### src/rtl/obstacle_gen.sv
// obstacle_gen: spawns, scrolls and retires up to ten rectangular obstacles
// for the side-scrolling game, feeding the game-logic stage.
//
// Ports:
//   clk         system clock
//   rst         synchronous active-high reset (priority over everything)
//   tick        one-cycle frame pulse; motion and spawning happen only here
//   gamemode    00 initial (clear), 01 in-game, 10 paused, 11 ended
//   obstacle_x  slot i at [20*i +: 20] = {x_left[9:0], x_right[9:0]}
//   obstacle_y  slot i at [18*i +: 18] = {y_top[8:0], y_bottom[8:0]}
//   active      bit i set while slot i holds a live obstacle
module obstacle_gen #(
    parameter int unsigned SCREEN_W = 640,
    parameter int unsigned SCREEN_H = 480,
    parameter int unsigned OBS_W    = 40,
    parameter int unsigned SPEED    = 2,
    parameter int unsigned MIN_H    = 40,
    parameter int unsigned MIN_GAP  = 4,
    parameter logic [15:0] SEED     = 16'hACE1
) (
    input  logic         clk,
    input  logic         rst,
    input  logic         tick,
    input  logic [1:0]   gamemode,
    output logic [199:0] obstacle_x,
    output logic [179:0] obstacle_y,
    output logic [9:0]   active
);

    localparam int          NumSlots = 10;
    localparam logic [1:0]  ModeInit = 2'b00;
    localparam logic [1:0]  ModeGame = 2'b01;
    localparam logic [15:0] LfsrMask = 16'hB400;
    localparam logic [9:0]  SpawnXl  = 10'(SCREEN_W);
    localparam logic [9:0]  SpawnXr  = 10'(SCREEN_W + OBS_W);
    localparam logic [9:0]  StepX    = 10'(SPEED);
    localparam logic [8:0]  FloorY   = 9'(SCREEN_H);
    localparam logic [8:0]  BaseH    = 9'(MIN_H);
    localparam logic [7:0]  BaseGap  = 8'(MIN_GAP);
    localparam logic [7:0]  GapMax   = 8'hFF;

    logic [9:0]          x_left_q   [NumSlots];
    logic [9:0]          x_left_d   [NumSlots];
    logic [9:0]          x_right_q  [NumSlots];
    logic [9:0]          x_right_d  [NumSlots];
    logic [8:0]          y_top_q    [NumSlots];
    logic [8:0]          y_top_d    [NumSlots];
    logic [8:0]          y_bottom_q [NumSlots];
    logic [8:0]          y_bottom_d [NumSlots];
    logic [NumSlots-1:0] active_q, active_d;
    logic [15:0]         lfsr_q, lfsr_d;
    logic [7:0]          gap_cnt_q, gap_cnt_d;
    logic [7:0]          gap_target_q, gap_target_d;

    logic [NumSlots-1:0] free_mask;
    logic [3:0]          spawn_slot;
    logic                spawn_en;
    logic [8:0]          spawn_h;

    // Spawn decision uses the free mask before this tick's retires, so a slot
    // freed on a tick can only be reused on a later tick.
    always_comb begin
        free_mask  = ~active_q;
        spawn_slot = '0;
        for (int i = NumSlots - 1; i >= 0; i--) begin
            if (free_mask[i]) begin
                spawn_slot = 4'(i);
            end
        end
        spawn_en = (gap_cnt_q >= gap_target_q) && (free_mask != '0);
        spawn_h  = BaseH + {2'b00, lfsr_q[6:0]};
    end

    always_comb begin
        // Galois LFSR, right shift, feedback from bit 0; free-running.
        lfsr_d       = {1'b0, lfsr_q[15:1]} ^ (lfsr_q[0] ? LfsrMask : 16'h0000);
        x_left_d     = x_left_q;
        x_right_d    = x_right_q;
        y_top_d      = y_top_q;
        y_bottom_d   = y_bottom_q;
        active_d     = active_q;
        gap_cnt_d    = gap_cnt_q;
        gap_target_d = gap_target_q;

        if (gamemode == ModeInit) begin
            for (int i = 0; i < NumSlots; i++) begin
                x_left_d[i]   = '0;
                x_right_d[i]  = '0;
                y_top_d[i]    = '0;
                y_bottom_d[i] = '0;
            end
            active_d     = '0;
            gap_cnt_d    = '0;
            gap_target_d = BaseGap;
        end else if ((gamemode == ModeGame) && tick) begin
            for (int i = 0; i < NumSlots; i++) begin
                if (active_q[i]) begin
                    if (x_right_q[i] <= StepX) begin
                        active_d[i]   = 1'b0;
                        x_left_d[i]   = '0;
                        x_right_d[i]  = '0;
                        y_top_d[i]    = '0;
                        y_bottom_d[i] = '0;
                    end else begin
                        // Left edge clamps at zero while the right edge keeps going.
                        x_left_d[i]  = (x_left_q[i] > StepX) ? (x_left_q[i] - StepX) : '0;
                        x_right_d[i] = x_right_q[i] - StepX;
                    end
                end
            end

            if (spawn_en) begin
                active_d[spawn_slot]  = 1'b1;
                x_left_d[spawn_slot]  = SpawnXl;
                x_right_d[spawn_slot] = SpawnXr;
                if (lfsr_q[15]) begin
                    y_top_d[spawn_slot]    = FloorY - spawn_h;
                    y_bottom_d[spawn_slot] = FloorY;
                end else begin
                    y_top_d[spawn_slot]    = '0;
                    y_bottom_d[spawn_slot] = spawn_h;
                end
                gap_cnt_d    = '0;
                gap_target_d = BaseGap + {2'b00, lfsr_q[13:8]};
            end else if (gap_cnt_q != GapMax) begin
                gap_cnt_d = gap_cnt_q + 8'd1;
            end
        end
    end

    always_ff @(posedge clk) begin
        if (rst) begin
            for (int i = 0; i < NumSlots; i++) begin
                x_left_q[i]   <= '0;
                x_right_q[i]  <= '0;
                y_top_q[i]    <= '0;
                y_bottom_q[i] <= '0;
            end
            active_q     <= '0;
            lfsr_q       <= SEED;
            gap_cnt_q    <= '0;
            gap_target_q <= BaseGap;
        end else begin
            for (int i = 0; i < NumSlots; i++) begin
                x_left_q[i]   <= x_left_d[i];
                x_right_q[i]  <= x_right_d[i];
                y_top_q[i]    <= y_top_d[i];
                y_bottom_q[i] <= y_bottom_d[i];
            end
            active_q     <= active_d;
            lfsr_q       <= lfsr_d;
            gap_cnt_q    <= gap_cnt_d;
            gap_target_q <= gap_target_d;
        end
    end

    // Outputs come straight from registers; inactive slots read as zero.
    always_comb begin
        obstacle_x = '0;
        obstacle_y = '0;
        for (int i = 0; i < NumSlots; i++) begin
            if (active_q[i]) begin
                obstacle_x[20*i +: 20] = {x_left_q[i], x_right_q[i]};
                obstacle_y[18*i +: 18] = {y_top_q[i], y_bottom_q[i]};
            end
        end
        active = active_q;
    end

endmodule

### config.mk
export PLATFORM = sky130hd
export DESIGN_NAME = obstacle_gen
export DESIGN_NICKNAME = d
export VERILOG_FILES = /design/src/rtl/obstacle_gen.sv
export SDC_FILE = /design/constraint.sdc
export NUM_CORES = 1
export LEC_CHECK = 0
export CAP_MARGIN = 30
export CELL_PAD_IN_SITES_DETAIL_PLACEMENT = 1
export CELL_PAD_IN_SITES_GLOBAL_PLACEMENT = 1
export CORE_MARGIN = 10
export CORE_UTILIZATION = 42
export DETAILED_ROUTE_END_ITERATION = 7
export GPL_TIMING_DRIVEN = 0
export PLACE_DENSITY = 0.92
export RECOVER_POWER = 50
export SKIP_LAST_GASP = 1
export SLEW_MARGIN = 20
export SYNTH_ARGS = -nofsm -noshare
export SYNTH_HDL_FRONTEND = slang
export SYNTH_SLANG_ARGS = --single-unit
### constraint.sdc
create_clock -name clk -period 5.73 [get_ports clk]
set_input_delay 0.573 -clock clk [delete_from_list [all_inputs] [get_ports clk]]
set_output_delay 0.573 -clock clk [all_outputs]
set_load 0.03 [all_outputs]
==> results.md <==
* DRT Pass-1 Iters at 6
* Worst r2r src: gap_cnt_q[6]
* Die Span X at 239.6 um
* Max Freq at slightly below 0.2 GHz
* Worst Path Arrival at 5.55 ns
* WL/cell at approximately 28 um
* Type of origin of the critical path: input pin
* Leak at 10.34 nW
* Worst-margin pin slew at about 2.2 ns
* Crit Path Max Fanout at 10
* Synth cell count leaders: dfxtp_1 (421), and2_1 (392), nor2_1 (206)
* Post-synthesis cell area at ~0.020 mm^2
* GP Congestion at 0.9501
* CTS Sinks at 421
* Vias in the first global route at approximately 23000
* H-tree depth at 2
* Fin crit period at roughly 5 ns
* CTS resizes at 0
* Final net count at between 2000 and 3000
* Final hold violations at 0
* Yosys warns at 0
* Hold_sp: lfsr_q[7]
* Most common flop cell mapped by yosys: dfxtp_1
* Share of the synthesized area in the top cell type at around two fifths
* Status: finished with violations
* Worst Path Required at ~6.2 ns
* Fin cells at between 3000 and 4000
* Dpl cells at 3438
* Gr usage total at between 30% and 40%
* Clk root buf: clkbuf_16
* Crit path max-delay family: buffers and inverters
* Final count of negative-setup-slack endpoints at 0
* First-pass GRT wire length at around 140000 um
* Via count at between 20000 and 25000
* CTS clk-pin slew, worst paths at ~0.06 ns
* Worst min-delay path category: register to register
* Clock buffer depth at 3
* Post CTS Setup Buffer Count at 0
* Peak VDD IR at around 0.00018 V
* P&R area growth vs syn at 32.07%
* Via density per instance at 6.223
* DPL Wire Length at roughly 74000 um
* Post-synth EDFFs at 0
* Initial Utilization at 42.42%
* Post-synth ARST share at 0%
* FF+latch count, synth at 421
* Proportion of layout cells with a drive suffix above 1 at between 4 and 5%
* Worst setup path class: input pin to register
* Max Clock Skew at about 0.018 ns
* Chip Height at roughly 240 um
* Crit path from: tick
* Slew Limit Fails at 21
* Maxcap violations at 3
* Die area at between 0.05 and 0.06 mm^2
* Core area at between 0.04 and 0.05 mm^2
* Critical Path Max Stage Delay at ~0.9 ns
* Slew HR at -49.76%
* Sequential area share after synthesis at between 40% and 50%
* CP most frequent cell: clkbuf_1
* Initial antenna violation count at 3
* I/O Pins at around 400
* Synth area leader: dfxtp_1
* CTS buffer count at between 40 and 50
* Top cells by area, synth: dfxtp_1 (42%), and2_1 (12%), a22o_1 (4.7%)
* Violated checks: max-capacitance violations, max-slew violations
* Post-route ant nets at 0
* Largest net degree at the start of global routing at 14
* Syn avg cell area at between 8 and 9 um^2
* Most numerous cell in the Yosys netlist: dfxtp_1
* Crit-path slowest cell: clkbuf_1
* Buffers on Ports at 394
* CTS tree: done
* Critical path buffer and inverter count at 6
* Routed WL at 98690 um
* Period utilisation layout at between 80% and 90%
* Mapped Cells at approximately 2400
* Total gr overflow at 0
* Crit path cell chain: clkdlybuf4s50_1, and3b_1, buf_2, clkbuf_1, nand2_1, clkbuf_1, nor3_2, buf_6, inv_1, o21ai_0
* Worst-Skew Late Latency at approximately 0.60 ns
* Distinct cell type count after synthesis at 78
* Hold buffer count at cts at 0
* RSZ-0062 raised after global routing: no
* FF-to-FF setup slack at 1.38 ns
* Power Density at 242.7 mW/mm^2
* CP endpoint kind: register
* Core Rows at 80
* Mapped Nets at ~2500
* DRC viols at 0
* Hold Worst Slack at 0.4109 ns
* Drt first-iter violations at just under 2000
## metrics by stage
step | power (mW) | TNS (ns) | util [%] | instance area [um^2] | setup slack, ns
2_1_floorplan | 3.132 | 0 | - | 20250 | 3.327
3_3_place_gp | 3.277 | -0.3619 | 52.29 | 24970 | -0.1304
3_5_place_dp | 3.300 | 0 | 52.74 | 25180 | 1.112
4_1_cts | 6.475 | 0 | 56.16 | 26810 | 1.571
5_1_grt | 6.602 | 0 | 56.02 | 26750 | 0.8215
6_report | 6.492 | 0 | 56.03 | 26750 | 0.6845
## registers in the layout, summed over array words and instances, names as in the netlist
name          flops
active           10
y_bottom_q       90
gap_cnt_q         8
lfsr_q           16
x_right_q       100
y_top_q          90
x_left_q        100
gap_target_q      7
## cell families after synthesis
| logic type | Yosys count | share of synthesized area [%] |
|---|---|---|
| mux | 4 | 0.1977 |
| buf+inv | 223 | 4.411 |
| xor+xnor | 90 | 3.892 |
| simple gates | 1119 | 29.95 |
| compound gates | 525 | 17.96 |
| fa+ha+maj | 32 | 1.977 |
| flops | 421 | 41.61 |
## cells in the final DEF, fill, tap and decap left out, types with 10 or more instances in the layout
cell             instances
a21o_1                  14
a21oi_1                127
a22o_1                 108
a22oi_1                 10
a31oi_1                 32
a32o_1                  17
and2_0                  12
and2_1                 381
and3_1                  20
buf_2                   15
clkbuf_1               140
clkbuf_16               49
clkdlybuf4s50_1        205
dfxtp_1                421
dlygate4sd3_1          189
ha_1                    32
inv_1                   74
nand2_1                160
nand3_1                 73
nand3b_1                10
nand4_1                 21
nor2_1                 206
nor2b_1                 19
nor3_1                  75
nor4_1                  52
o21ai_0                104
o2bb2ai_1               22
or2_2                   10
or3_1                   22
or4_1                   13
xnor2_1                 52
xor2_1                  38
## where the power goes
group / total, mW / internal (mW) / switching [mW]
Clock: 3.24 / 1.95 / 1.29
Sequential: 2.94 / 2.93 / 0.00801
Combinational: 0.311 / 0.0546 / 0.257
## final cells by class
type | count | area, um^2
Fill cell | 5630 | 21000
Tap cell | 615 | 769.5
Clock buffer | 69 | 1391
Clock inverter | 16 | 240.2
Inverter | 76 | 285.3
Sequential cell | 421 | 8428
Multi-Input combinational cell | 1770 | 10910
Timing Repair Buffer | 413 | 4130
Antenna cell | 3 | 7.507
Buffer | 147 | 584.3
## final timing paths
kind	end	cells after the start
setup / recovery	y_bottom_q[18]	10
hold / removal	lfsr_q[6]	1
setup reg to reg	y_bottom_q[71]	8
hold reg to reg	lfsr_q[6]	1
## metal layers
| layer | GRT usage, % | vias up | wire [um] |
|---|---|---|---|
| met5 | 0 | - | 0 |
| met4 | 21.42 | 0 | 6598 |
| met3 | 8.194 | 386 | 9752 |
| met2 | 53.41 | 1273 | 45240 |
| met1 | 38.24 | 10900 | 37110 |
| li1 | - | 9414 | - |
(Power assumes the default switching activity.)
